## src/rtl/axi4_mem_rd_ctrl.sv

```systemverilog
// AXI4 read-channel front-end for a 1024x32 on-chip memory.
// One AR burst at a time is split into single-word memory reads. Beats go
// through a 1-cycle read pipe into a 2-entry first-word-fall-through buffer
// that drives the R channel. Error beats (bad size/burst, or out of range)
// follow the same pipe so that beat order is preserved.
module axi4_mem_rd_ctrl #(
  parameter int ADDR_WIDTH     = 16,
  parameter int DATA_WIDTH     = 32,
  parameter int MEM_DEPTH      = 1024,
  parameter int MEM_ADDR_WIDTH = 10
) (
  input  logic                      ACLK,
  input  logic                      ARESETn,
  input  logic [ADDR_WIDTH-1:0]     ARADDR,
  input  logic [7:0]                ARLEN,
  input  logic [2:0]                ARSIZE,
  input  logic [1:0]                ARBURST,
  input  logic                      ARVALID,
  output logic                      ARREADY,
  output logic [DATA_WIDTH-1:0]     RDATA,
  output logic [1:0]                RRESP,
  output logic                      RLAST,
  output logic                      RVALID,
  input  logic                      RREADY,
  output logic                      mem_en,
  output logic [MEM_ADDR_WIDTH-1:0] mem_addr,
  input  logic [DATA_WIDTH-1:0]     mem_rdata
);

  // One spare address bit so a burst running past the top of the AXI
  // address space keeps counting upward instead of wrapping back into range.
  localparam int AW1 = ADDR_WIDTH + 1;
  localparam logic [ADDR_WIDTH:0] MEM_BYTES  = AW1'(MEM_DEPTH * 4);
  localparam logic [ADDR_WIDTH:0] WORD_MASK  = ~AW1'(3);
  localparam logic [ADDR_WIDTH:0] WORD_BYTES = AW1'(4);

  typedef enum logic [0:0] {
    ST_IDLE  = 1'b0,
    ST_BURST = 1'b1
  } state_e;

  state_e                state_q, state_d;
  logic                  arready_q, arready_d;
  logic [ADDR_WIDTH:0]   addr_q, addr_d;
  logic [7:0]            len_q, len_d;
  logic                  fixed_q, fixed_d;
  logic                  err_cfg_q, err_cfg_d;
  logic [8:0]            issued_q, issued_d;

  logic                  infl_q, infl_d;
  logic                  infl_err_q, infl_err_d;
  logic                  infl_last_q, infl_last_d;

  logic [DATA_WIDTH-1:0] buf_data_q [2];
  logic [1:0]            buf_resp_q [2];
  logic                  buf_last_q [2];
  logic                  wr_ptr_q, rd_ptr_q;
  logic [1:0]            count_q;

  logic                  push_s, pop_s, issue_s, err_beat_s, head_last_s;
  logic [2:0]            occ_s, limit_s;

  // Buffer handshake and the "never overflow" issue gate: buffered plus
  // in-flight beats, net of this cycle's pop, must leave room for one more.
  assign push_s      = infl_q;
  assign pop_s       = (count_q != 2'd0) && RREADY;
  assign head_last_s = buf_last_q[rd_ptr_q];
  assign occ_s       = {1'b0, count_q} + {2'b00, infl_q};
  assign limit_s     = 3'd2 + {2'b00, pop_s};
  assign issue_s     = (state_q == ST_BURST) && (issued_q <= {1'b0, len_q}) && (occ_s < limit_s);
  assign err_beat_s  = err_cfg_q || (addr_q >= MEM_BYTES);

  assign ARREADY  = arready_q;
  assign mem_en   = issue_s && !err_beat_s;
  assign mem_addr = mem_en ? addr_q[MEM_ADDR_WIDTH+1:2] : {MEM_ADDR_WIDTH{1'b0}};
  assign RVALID   = (count_q != 2'd0);
  assign RDATA    = buf_data_q[rd_ptr_q];
  assign RRESP    = buf_resp_q[rd_ptr_q];
  assign RLAST    = RVALID && buf_last_q[rd_ptr_q];

  // Burst FSM: accept AR in IDLE, walk the beat address in BURST, leave on the last R handshake.
  always_comb begin
    state_d   = state_q;
    arready_d = arready_q;
    addr_d    = addr_q;
    len_d     = len_q;
    fixed_d   = fixed_q;
    err_cfg_d = err_cfg_q;
    issued_d  = issued_q;
    case (state_q)
      ST_IDLE: begin
        if (ARVALID && arready_q) begin
          state_d   = ST_BURST;
          arready_d = 1'b0;
          addr_d    = {1'b0, ARADDR} & WORD_MASK;
          len_d     = ARLEN;
          fixed_d   = (ARBURST == 2'b00);
          err_cfg_d = (ARSIZE != 3'b010) || ARBURST[1];
          issued_d  = 9'd0;
        end else begin
          arready_d = 1'b1;
        end
      end
      ST_BURST: begin
        if (issue_s) begin
          issued_d = issued_q + 9'd1;
          if (!fixed_q) begin
            addr_d = addr_q + WORD_BYTES;
          end else begin
            addr_d = addr_q;
          end
        end else begin
          issued_d = issued_q;
        end
        if (pop_s && head_last_s) begin
          state_d   = ST_IDLE;
          arready_d = 1'b1;
        end else begin
          state_d   = ST_BURST;
        end
      end
      default: begin
        state_d   = ST_IDLE;
        arready_d = 1'b0;
      end
    endcase
  end

  // Read pipe tags: remember whether the beat issued this cycle is an error and/or the last one.
  always_comb begin
    infl_d      = issue_s;
    infl_err_d  = 1'b0;
    infl_last_d = 1'b0;
    if (issue_s) begin
      infl_err_d  = err_beat_s;
      infl_last_d = (issued_q == {1'b0, len_q});
    end else begin
      infl_err_d  = 1'b0;
      infl_last_d = 1'b0;
    end
  end

  // Control and pipe registers.
  always_ff @(posedge ACLK or negedge ARESETn) begin
    if (!ARESETn) begin
      state_q     <= ST_IDLE;
      arready_q   <= 1'b0;
      addr_q      <= '0;
      len_q       <= 8'd0;
      fixed_q     <= 1'b0;
      err_cfg_q   <= 1'b0;
      issued_q    <= 9'd0;
      infl_q      <= 1'b0;
      infl_err_q  <= 1'b0;
      infl_last_q <= 1'b0;
    end else begin
      state_q     <= state_d;
      arready_q   <= arready_d;
      addr_q      <= addr_d;
      len_q       <= len_d;
      fixed_q     <= fixed_d;
      err_cfg_q   <= err_cfg_d;
      issued_q    <= issued_d;
      infl_q      <= infl_d;
      infl_err_q  <= infl_err_d;
      infl_last_q <= infl_last_d;
    end
  end

  // Output FIFO: capture memory data (or a SLVERR beat) from the pipe, release on R handshake.
  always_ff @(posedge ACLK or negedge ARESETn) begin
    if (!ARESETn) begin
      for (int i = 0; i < 2; i++) begin
        buf_data_q[i] <= '0;
        buf_resp_q[i] <= 2'b00;
        buf_last_q[i] <= 1'b0;
      end
      wr_ptr_q <= 1'b0;
      rd_ptr_q <= 1'b0;
      count_q  <= 2'd0;
    end else begin
      if (push_s) begin
        buf_data_q[wr_ptr_q] <= infl_err_q ? {DATA_WIDTH{1'b0}} : mem_rdata;
        buf_resp_q[wr_ptr_q] <= infl_err_q ? 2'b10 : 2'b00;
        buf_last_q[wr_ptr_q] <= infl_last_q;
        wr_ptr_q             <= ~wr_ptr_q;
      end
      if (pop_s) begin
        rd_ptr_q <= ~rd_ptr_q;
      end
      count_q <= count_q + {1'b0, push_s} - {1'b0, pop_s};
    end
  end

endmodule

```

## config.mk

```make
export PLATFORM = sky130hd
export DESIGN_NAME = axi4_mem_rd_ctrl
export DESIGN_NICKNAME = d
export VERILOG_FILES = /design/src/rtl/axi4_mem_rd_ctrl.sv
export SDC_FILE = /design/constraint.sdc
export NUM_CORES = 1
export LEC_CHECK = 0
export BUFFER_PORTS_ARGS = -buffer_cell sky130_fd_sc_hd__buf_2
export CAP_MARGIN = 20
export CORE_AREA = 3 3 105 107
export CTS_CLUSTER_DIAMETER = 50
export CTS_CLUSTER_SIZE = 14
export DETAILED_ROUTE_END_ITERATION = 8
export DIE_AREA = 0 0 108 110
export PLACE_DENSITY = 0.76
export SLEW_MARGIN = 15
export SYNTH_ARGS = -nofsm -noshare
export SYNTH_HDL_FRONTEND = slang
export SYNTH_SLANG_ARGS = --single-unit
```

## constraint.sdc

```tcl
create_clock -name ACLK -period 3.36 [get_ports ACLK]
set_input_delay 0.672 -clock ACLK [delete_from_list [all_inputs] [get_ports ACLK]]
set_output_delay 0.672 -clock ACLK [all_outputs]
set_load 0.01 [all_outputs]
```

==> qor.yml, run 1 <==
required_ns: 2.69
grt_pass1_vias: 4143
hold_violations: 0
ys_seq_elements: 111
wirelength_mm: 12.2
period_needed_ns: 3.25
antenna_found_initial: 0
hold_class: "in -> async"
start_util_pct: 54.4
path_cells: "ha_4 -> nand3_2 -> o21bai_4 -> a2111o_1 -> nand2_2 -> nor4_4 -> buf_4 -> and2_1 -> buf_2"
critical_path.top_delay_family: "compound AO/OA/AOI/OAI gates"
clkLatencyLatePin_ns: 0.37
fp-row-count: 37
max_stage_delay_ns: 0.47
diodes: 0
synth-main-ff-cell: "dfrtp_1"
avgSynthCellArea_um2: 9.72
cts_buffers: 9
cp_num_buf_inv: 2
multi_input_area_um2: 2610
stdcell_count: 814
cts_max_level: 3
fin_hold_ws_ns: 0.410
timing.final.max_slew_violations: 0
p_leak_nw: 3.17
ys_async_sr_fraction_pct: 100
final_antenna_net_count: 0
wire_per_inst_um: 14.9
drv_cap: 0
fin_nets: 754
drc: 0
synth_top_cell_area_share_pct: 49.9
drtPass1Iterations: 4
slew_headroom_pct: 35.8
cts_root_buf: "clkbuf_8"
via_per_inst: 5.40
die_h_um: 110
die_x_um: 108
finalCritPeriodShare_pct: 96.7
total_power_w: 0.00605
arrival_ns: 2.58
synth_fp_nets: 652
synth_edf_count: 0
yosysUniqueCellTypes: 55
vdd_drop_max_uv: 575
grt_pass1_wl_mm: 19.3
worstPathMaxFanout: 6
synth_area_leaders: "dfrtp_1 (50%), mux2_2 (7.5%), o21ai_0 (7.5%)"
status: "completed"
grtUsageTotal_pct: 20.4
drtIter0Drc: 240
cts_tree: "done"
tightest_slew_ns: 0.964
yosysWarningCount: 0
syn_inst: 572
cts_buffer_depth: 2
gp_congestion: 0.812
fmax_mhz: 308
ios: 113
die-area_um2: 11900
io_buffers: 109
regArea_um2: 2780
slowest_stage: "a2111o_1"
finClkSkew_ns: 0.0138
synth_top_cell_by_area: "dfrtp_1"
grt_overflow_total: 0
cts.reportedPaths.clkPinSlew_ns: 0.11
grt_max_degree: 75
worstSetupPathType: "reg -> out"
fill_cells: 860
areaGrowthSynthToFinish_pct: 16.5
drive_gt1_share_pct: 29.5
yosysSeqAreaShare_pct: 49.9
fin_tns_setup_ns: 0
dpl.hpwl_mm: 8.24
core-area_um2: 10200
syn_area_um2: 5560
power_density_nw_per_um2: 933
placedCellCount: 792
dpl_cell_area_um2: 6210
cp-end-kind: "output port"
setup_viol_count_final: 0
cts.sink_count: 111
finalInstanceArea_um2: 6480
route.vias.total: 4393
rsz0062_at_grt: "no"
cp-start-kind: "register"
-- cells by family after synthesis --
group	Yosys count	share of synthesized area (%)
other	1	0.0674
DFF	111	49.9
and+or+nand+nor	220	20.0
xor gates and xnor gates	7	1.10
AOI/OAI and AO/OA	124	13.4
buffers and inverters	54	4.03
muxes	40	8.03
adders and majority gates	15	3.37
-- routing by layer --
metal	global-route usage, %	part of all wire (%)
met2	34.8	50
met5	0	0
met4	5.50	0.42
met1	27.1	44
met3	3.49	5.2
-- worst paths after layout --
check                                    start        endpoint  slack (ns)  depth (start not counted)
worst max-delay path               issued_q[4]     mem_addr[6]        0.11                          9
worst min-delay path                   ARESETn  buf_data_q[48]        0.41                          1
worst max register to register     issued_q[4]      addr_q[16]        0.59                          9
worst min register to register  buf_data_q[19]  buf_data_q[19]        0.49                          2
max in group asynchronous              ARESETn          infl_q        2.05                          2
min in group ACLK                   ARBURST[0]         fixed_q        0.48                          2
-- synthesized netlist by cell type, types with 2 or more instances --
library cell and number:
o211ai_1 3, nand3_1 20, o21ai_1 3, and4_1 2, buf_1 2, buf_4 3
a21o_1 3, a21oi_2 3, a31oi_1 3, xnor2_1 5, mux2_2 37, nor3_2 2
or3_1 3, xor2_1 2, nand2b_1 33, nor3_1 3, clkbuf_1 27, nand3b_1 2
and3_1 6, nor2_1 13, dfrtp_1 111, o21ai_0 83, a21oi_1 10, inv_2 2
o22ai_1 2, ha_1 15, mux2i_1 3, nor4_1 2, inv_1 17, nor2b_1 2
nand4_1 8, nand4b_1 4, or4_1 5, nor4b_1 3, and2_1 13, buf_2 2
nand2_1 97
-- metrics by stage --
stage | setup WS (ns) | utilization (%)
finish | 0.112 | 63.3
global route | 0.00945 | 63.3
CTS | 0.00577 | 62.5
detailed placement | 0.394 | 60.7
global placement | 0.431 | 60.7
floorplan | 0.652 | -
-- layout by cell type (no fill, tap or decap), types with 4 or more instances in the layout --
cell,Yosys,layout
nand4_1,8,8
dfrtp_1,111,110
nand2_1,97,96
or4_1,5,5
mux2_2,37,37
o21ai_0,83,83
nor2_1,13,13
nand3_1,20,19
a21oi_1,10,10
inv_1,17,17
and3_1,6,6
buf_4,3,17
and2_1,13,13
ha_1,15,14
xnor2_1,5,5
buf_2,2,109
nand4b_1,4,4
clkbuf_8,0,9
nand2b_1,33,32
-- worst reg2reg max path, cell delays in order, from the launching register on --
cell	delay, ns
dfrtp_1	0.44
ha_4	0.30
nand3_2	0.13
o21bai_4	0.21
a2111o_1	0.48
buf_4	0.16
buf_4	0.14
a21oi_2	0.51
o21ai_1	0.18
a21oi_2	0.14
-- repair_timing --
item / CTS / global route
gates cloned: 0 / 1
setup buffers: 1 / 5
hold buffers: 0 / 0
gates resized for setup: 0 / 7
hold endpoints to repair: 0 / 0
pin swaps: 1 / 4
setup endpoints to repair: 10 / 10
-- power by group --
part | leakage (nW) | internal, W | total, W | switching (W)
combinational | 1.70 | 0.00129 | 0.00298 | 0.00169
sequential | 1.38 | 0.00189 | 0.00232 | 0.000433
clock | 0.0842 | 0.000278 | 0.000747 | 0.000469
-- flip-flops by register name, summed over array words and instances, names as in the netlist, 2 cells and up --
name	flops
buf_data_q	64
addr_q	15
issued_q	9
len_q	8
buf_last_q	2
buf_resp_q	2
count_q	2
-- layout make-up --
class                           count  share of cell area (%)
Clock buffer                        9                    1.91
Tap cell                          136                    2.63
Clock inverter                      6                   0.811
Inverter                           19                    1.10
Sequential cell                   111                    42.9
Multi-Input combinational cell    407                    40.3
Timing Repair Buffer              126                    10.4
(Power assumes the default switching activity.)
==> run 2: changes to the inputs <==
Settings changed: CORE_AREA 3 3 105 107 to 3 3 103 105, CTS_BUF_LIST from default to sky130_fd_sc_hd__clkbuf_4 sky130_fd_sc_hd__clkbuf_8, DIE_AREA 0 0 108 110 to 0 0 106 108, PLACE_DENSITY 0.76 to 0.78.
==> run 2 against run 1 <==
  * Largest cell class unchanged
  * Flip-flop and latch count is the same
  * Die area decreased by 3.6%
  * First-iteration DRC count shrank 25%
  * Hold slack lost 0.032 ns
  * Sequential power about the same
==> qor.yml, run 2 (synthesized netlist as in run 1, its figures left out) <==
arrival_ns: 2.61
drc: 0
total_power_w: 0.00616
stdcell_count: 811
diodes: 0
cp-end-kind: "output port"
vdd_drop_max_uv: 429
p_leak_nw: 3.19
grt_pass1_wl_mm: 20.5
cts_buffer_depth: 2
reg2reg_setup_slack_ns: 0.75
cts_buffers: 9
period_needed_ns: 3.28
final_antenna_net_count: 0
ios: 113
cts.reportedPaths.clkPinSlew_ns: 0.10
placedCellCount: 787
drtPass1Iterations: 4
slew_headroom_pct: 36.4
tightest_slew_ns: 0.954
final_cell_mix: "dfrtp_1 (110), buf_2 (109), nand2_1 (96)"
grt_max_degree: 67
worst_r2r_endpoint: "addr_q[6]"
finClkSkew_ns: 0.00877
worstSetupPathType: "reg -> out"
grt_pass1_vias: 4411
wirelength_mm: 12.3
cts.sink_count: 111
hold_violations: 0
io_buffers: 109
areaGrowthSynthToFinish_pct: 17.4
fin_nets: 753
setup_viol_count_final: 0
via_per_inst: 5.48
fp-row-count: 36
cp-start-kind: "register"
finalCoreUtilization_pct: 67.1
cts_tree: "done"
drv_cap: 0
dpl.hpwl_mm: 8.40
worstPathMaxFanout: 5
power_density_nw_per_um2: 943
antenna_found_initial: 0
fill_cells: 825
die_h_um: 108
cts_root_buf: "clkbuf_8"
core-area_um2: 9730
reg_top3: "buf_data_q: 64 flops, addr_q: 15 flops, issued_q: 9 flops"
r2r_cells: 8
start_util_pct: 57.2
status: "completed"
wl_met1_mm: 5.26
finalCritPeriodShare_pct: 97.6
grtUsageTotal_pct: 22.2
route.vias.total: 4446
gp_congestion: 0.831
drive_gt1_share_pct: 29.6
worstReg2RegStart: "issued_q[4]"
die-area_um2: 11400
wl_met3_um: 515
largest_reg_flops: 64
drtIter0Drc: 180
fin_hold_ws_ns: 0.377
wire_per_inst_um: 15.2
final_common_cell: "dfrtp_1"
grt_overflow_total: 0
timing.final.max_slew_violations: 0
hold_class: "in -> async"
regMostFlops: "buf_data_q"
top_signal_layer_used: "met4"
required_ns: 2.69
fmax_mhz: 305
clkLatencyLatePin_ns: 0.37
die_x_um: 106
met2_wirelength_mm: 6.43
cts_max_level: 3
run 2: cell types whose count changed in the layout (fill, tap and decap cells not counted), sizes merged:
cell      change
clkinvlp      -2
clkbuf        +6
buf           -1
inv           -3
run 2: layout make-up:
class | instances | area (um^2) | area share (%)
Clock inverter | 1 | 8.76 | 0.134
Timing Repair Buffer | 125 | 691 | 10.6
Clock buffer | 15 | 200 | 3.07
Sequential cell | 111 | 2780 | 42.6
Tap cell | 133 | 166 | 2.55
Inverter | 19 | 71.3 | 1.09
Multi-Input combinational cell | 407 | 2610 | 40.0
run 2: power breakdown:
group | total, W | internal (W) | leakage (nW) | switching (W)
combinational | 0.00302 | 0.00131 | 1.70 | 0.00171
clock | 0.000811 | 0.000382 | 0.109 | 0.000429
sequential | 0.00233 | 0.00189 | 1.38 | 0.000439
run 2: worst max path at each step:
stage,start,end,slack (ns),cells past startpoint
2_1_floorplan,issued_q[6],mem_addr[0],0.65,8
3_5_place_dp,issued_q[3],mem_addr[3],0.40,9
6_report,issued_q[6],mem_addr[0],0.08,9
3_3_place_gp,issued_q[3],mem_addr[7],0.45,9
4_1_cts,issued_q[3],mem_addr[3],0.02,9
5_1_grt,issued_q[6],mem_addr[2],-0.01,9
run 2: worst max-delay path, stage by stage, from the launching register on:
cell	delay [ns]
dfrtp_1	0.43
ha_1	0.33
a21o_1	0.22
a31oi_2	0.23
o2111a_2	0.26
nand2_2	0.10
nor4_4	0.19
buf_2	0.22
and2_1	0.14
buf_2	0.12
run 2: layer usage:
layer | GRT usage, % | up-vias
li1 | - | 2166
met1 | 27.4 | 2168
met2 | 39.9 | 101
met3 | 3.76 | 11
met4 | 6.75 | 0
met5 | 0 | -
run 2: stage by stage:
stage          cell area [um^2]  setup TNS [ns]  setup WS [ns]
3_3_place_gp               6200               0          0.450
6_report                   6530               0         0.0800
4_1_cts                    6420               0         0.0153
5_1_grt                    6530         -0.0144        -0.0116
2_1_floorplan              5560               0          0.652
3_5_place_dp               6200               0          0.401
run 2: what timing repair did:
item                                    CTS  global route
endpoints found under the setup margin   10            10
buffers inserted                          2             4
resized for setup                         0             9
cloned                                    0             1
hold buffers                              0             0
pin swaps                                 2             3
==> run 3: changes to the inputs <==
Settings changed: CELL_PAD_IN_SITES_DETAIL_PLACEMENT from default to 0, CELL_PAD_IN_SITES_GLOBAL_PLACEMENT from default to 2, CORE_AREA 3 3 103 105 to 3 3 131 133, DIE_AREA 0 0 106 108 to 0 0 134 136, PLACE_DENSITY 0.78 to 0.77.
==> run 3 against run 2 <==
  * Routed wire length increased by 9.8%
  * Sequential power about the same
  * Via count decreased by 0.67%
  * Register-to-register slack got worse by 0.18 ns
  * Die area increased by 59%
  * Largest power group unchanged
  * Core utilization decreased by 25 points
  * Clock skew increased by 0.0047 ns
  * Critical path depth unchanged
  * Highest routed layer unchanged
  * First-iteration DRC count decreased by 8.9%
==> qor.yml, run 3 (synthesized netlist as in run 1, its figures left out) <==
final_cell_mix: "dfrtp_1 (109), buf_2 (108), nand2_1 (96)"
ios: 113
required_ns: 2.69
setup_viol_count_final: 0
reg_top3: "buf_data_q: 64 flops, addr_q: 15 flops, issued_q: 9 flops"
grt_max_degree: 52
die_x_um: 134
dpl.hpwl_mm: 9.01
tightest_slew_ns: 0.940
wire_per_inst_um: 15.1
reg2reg_setup_slack_ns: 0.57
io_buffers: 109
worst_r2r_endpoint: "addr_q[6]"
clkLatencyLatePin_ns: 0.38
diodes: 0
largest_reg_flops: 64
cts_root_buf: "clkbuf_8"
grtUsageTotal_pct: 14.8
fmax_mhz: 308
worstSetupPathType: "reg -> out"
cts_buffers: 9
start_util_pct: 34.9
fin_nets: 759
drv_cap: 0
placedCellCount: 872
cts.reportedPaths.clkPinSlew_ns: 0.11
finalCritPeriodShare_pct: 96.7
drc: 0
cp-start-kind: "register"
grt_pass1_wl_mm: 21.7
final_common_cell: "dfrtp_1"
fp-row-count: 46
die-area_um2: 18200
die_h_um: 136
via_per_inst: 4.91
cts.sink_count: 111
core-area_um2: 15900
slew_headroom_pct: 37.3
cp-end-kind: "output port"
fin_hold_ws_ns: 0.151
gp_congestion: 0.745
worstReg2RegStart: "issued_q[3]"
fin_tns_setup_ns: 0
vdd_drop_max_uv: 393
timing.final.max_slew_violations: 0
areaGrowthSynthToFinish_pct: 20.4
fill_cells: 1658
stdcell_count: 900
finClkSkew_ns: 0.0135
drive_gt1_share_pct: 30.8
grt_overflow_total: 0
hold_violations: 0
arrival_ns: 2.58
r2r_cells: 9
cts_tree: "done"
status: "completed"
grt_pass1_vias: 4242
p_leak_nw: 3.21
hold_class: "in -> async"
drtIter0Drc: 164
regMostFlops: "buf_data_q"
period_needed_ns: 3.25
antenna_found_initial: 0
route.vias.total: 4416
power_density_nw_per_um2: 926
cts_buffer_depth: 2
cts_max_level: 3
wirelength_mm: 13.6
rsz0062_at_grt: "no"
final_antenna_net_count: 0
worstPathMaxFanout: 5
drtPass1Iterations: 4
[run 3: how the worst max path moves through the flow]
| stage | cells after the start | end | start |
|---|---|---|---|
| floorplan | 8 | mem_addr[0] | issued_q[6] |
| global placement | 9 | mem_addr[5] | issued_q[6] |
| detailed placement | 9 | mem_addr[0] | issued_q[6] |
| CTS | 9 | mem_addr[4] | issued_q[6] |
| global route | 9 | mem_addr[1] | issued_q[7] |
| finish | 9 | mem_addr[0] | issued_q[3] |
[run 3: where the power goes]
part           internal, W  switching (W)
Sequential         0.00189       0.000467
Clock             0.000301       0.000478
Combinational      0.00135        0.00172
Total              0.00353        0.00267
[run 3: through the flow]
| stage | worst slack, ns | total power, W | utilization [%] | instance area (um^2) |
|---|---|---|---|---|
| 2_1_floorplan | 0.652 | 0.00441 | - | 5560 |
| 6_report | 0.112 | 0.00620 | 42.0 | 6690 |
| 3_5_place_dp | 0.382 | 0.00529 | 39.6 | 6310 |
| 4_1_cts | 0.00503 | 0.00613 | 40.9 | 6530 |
| 5_1_grt | 0.00344 | 0.00677 | 42.0 | 6690 |
| 3_3_place_gp | 0.396 | 0.00520 | 39.6 | 6310 |
[run 3: per-layer routing]
layer  part of all wire, %  GRT usage (%)  routed length, um  up-vias
li1                      -              -                  -     2198
met1                    47           20.3               6440     2098
met2                    48           24.1               6440      109
met3                   4.0           2.37                540       11
met4                  0.99           4.97                134        0
met5                     0              0                  0        -
[run 3: timing repair]
item                       CTS  global route
buffers inserted             3             7
resized for setup            1            14
cloned                       0             1
pin swaps                    3             5
setup endpoints to repair   10            10
hold buffers                 0             0
[run 3: critical path: stages, from the launching register on]
cell	delay [ns]
dfrtp_1	0.45
ha_4	0.30
nand3_2	0.13
o21bai_4	0.22
a2111o_1	0.47
nand2_4	0.12
nor4_4	0.05
buf_4	0.16
and2_1	0.15
buf_2	0.13
[run 3: final cells by class]
cell class                      count  area, um^2  share of cell area (%)
Timing Repair Buffer              131         737                    11.0
Clock inverter                      6        52.6                   0.785
Multi-Input combinational cell    407        2650                    39.5
Sequential cell                   111        2780                    41.5
Tap cell                          216         270                    4.04
Clock buffer                       10         138                    2.06
Inverter                           19        71.3                    1.07
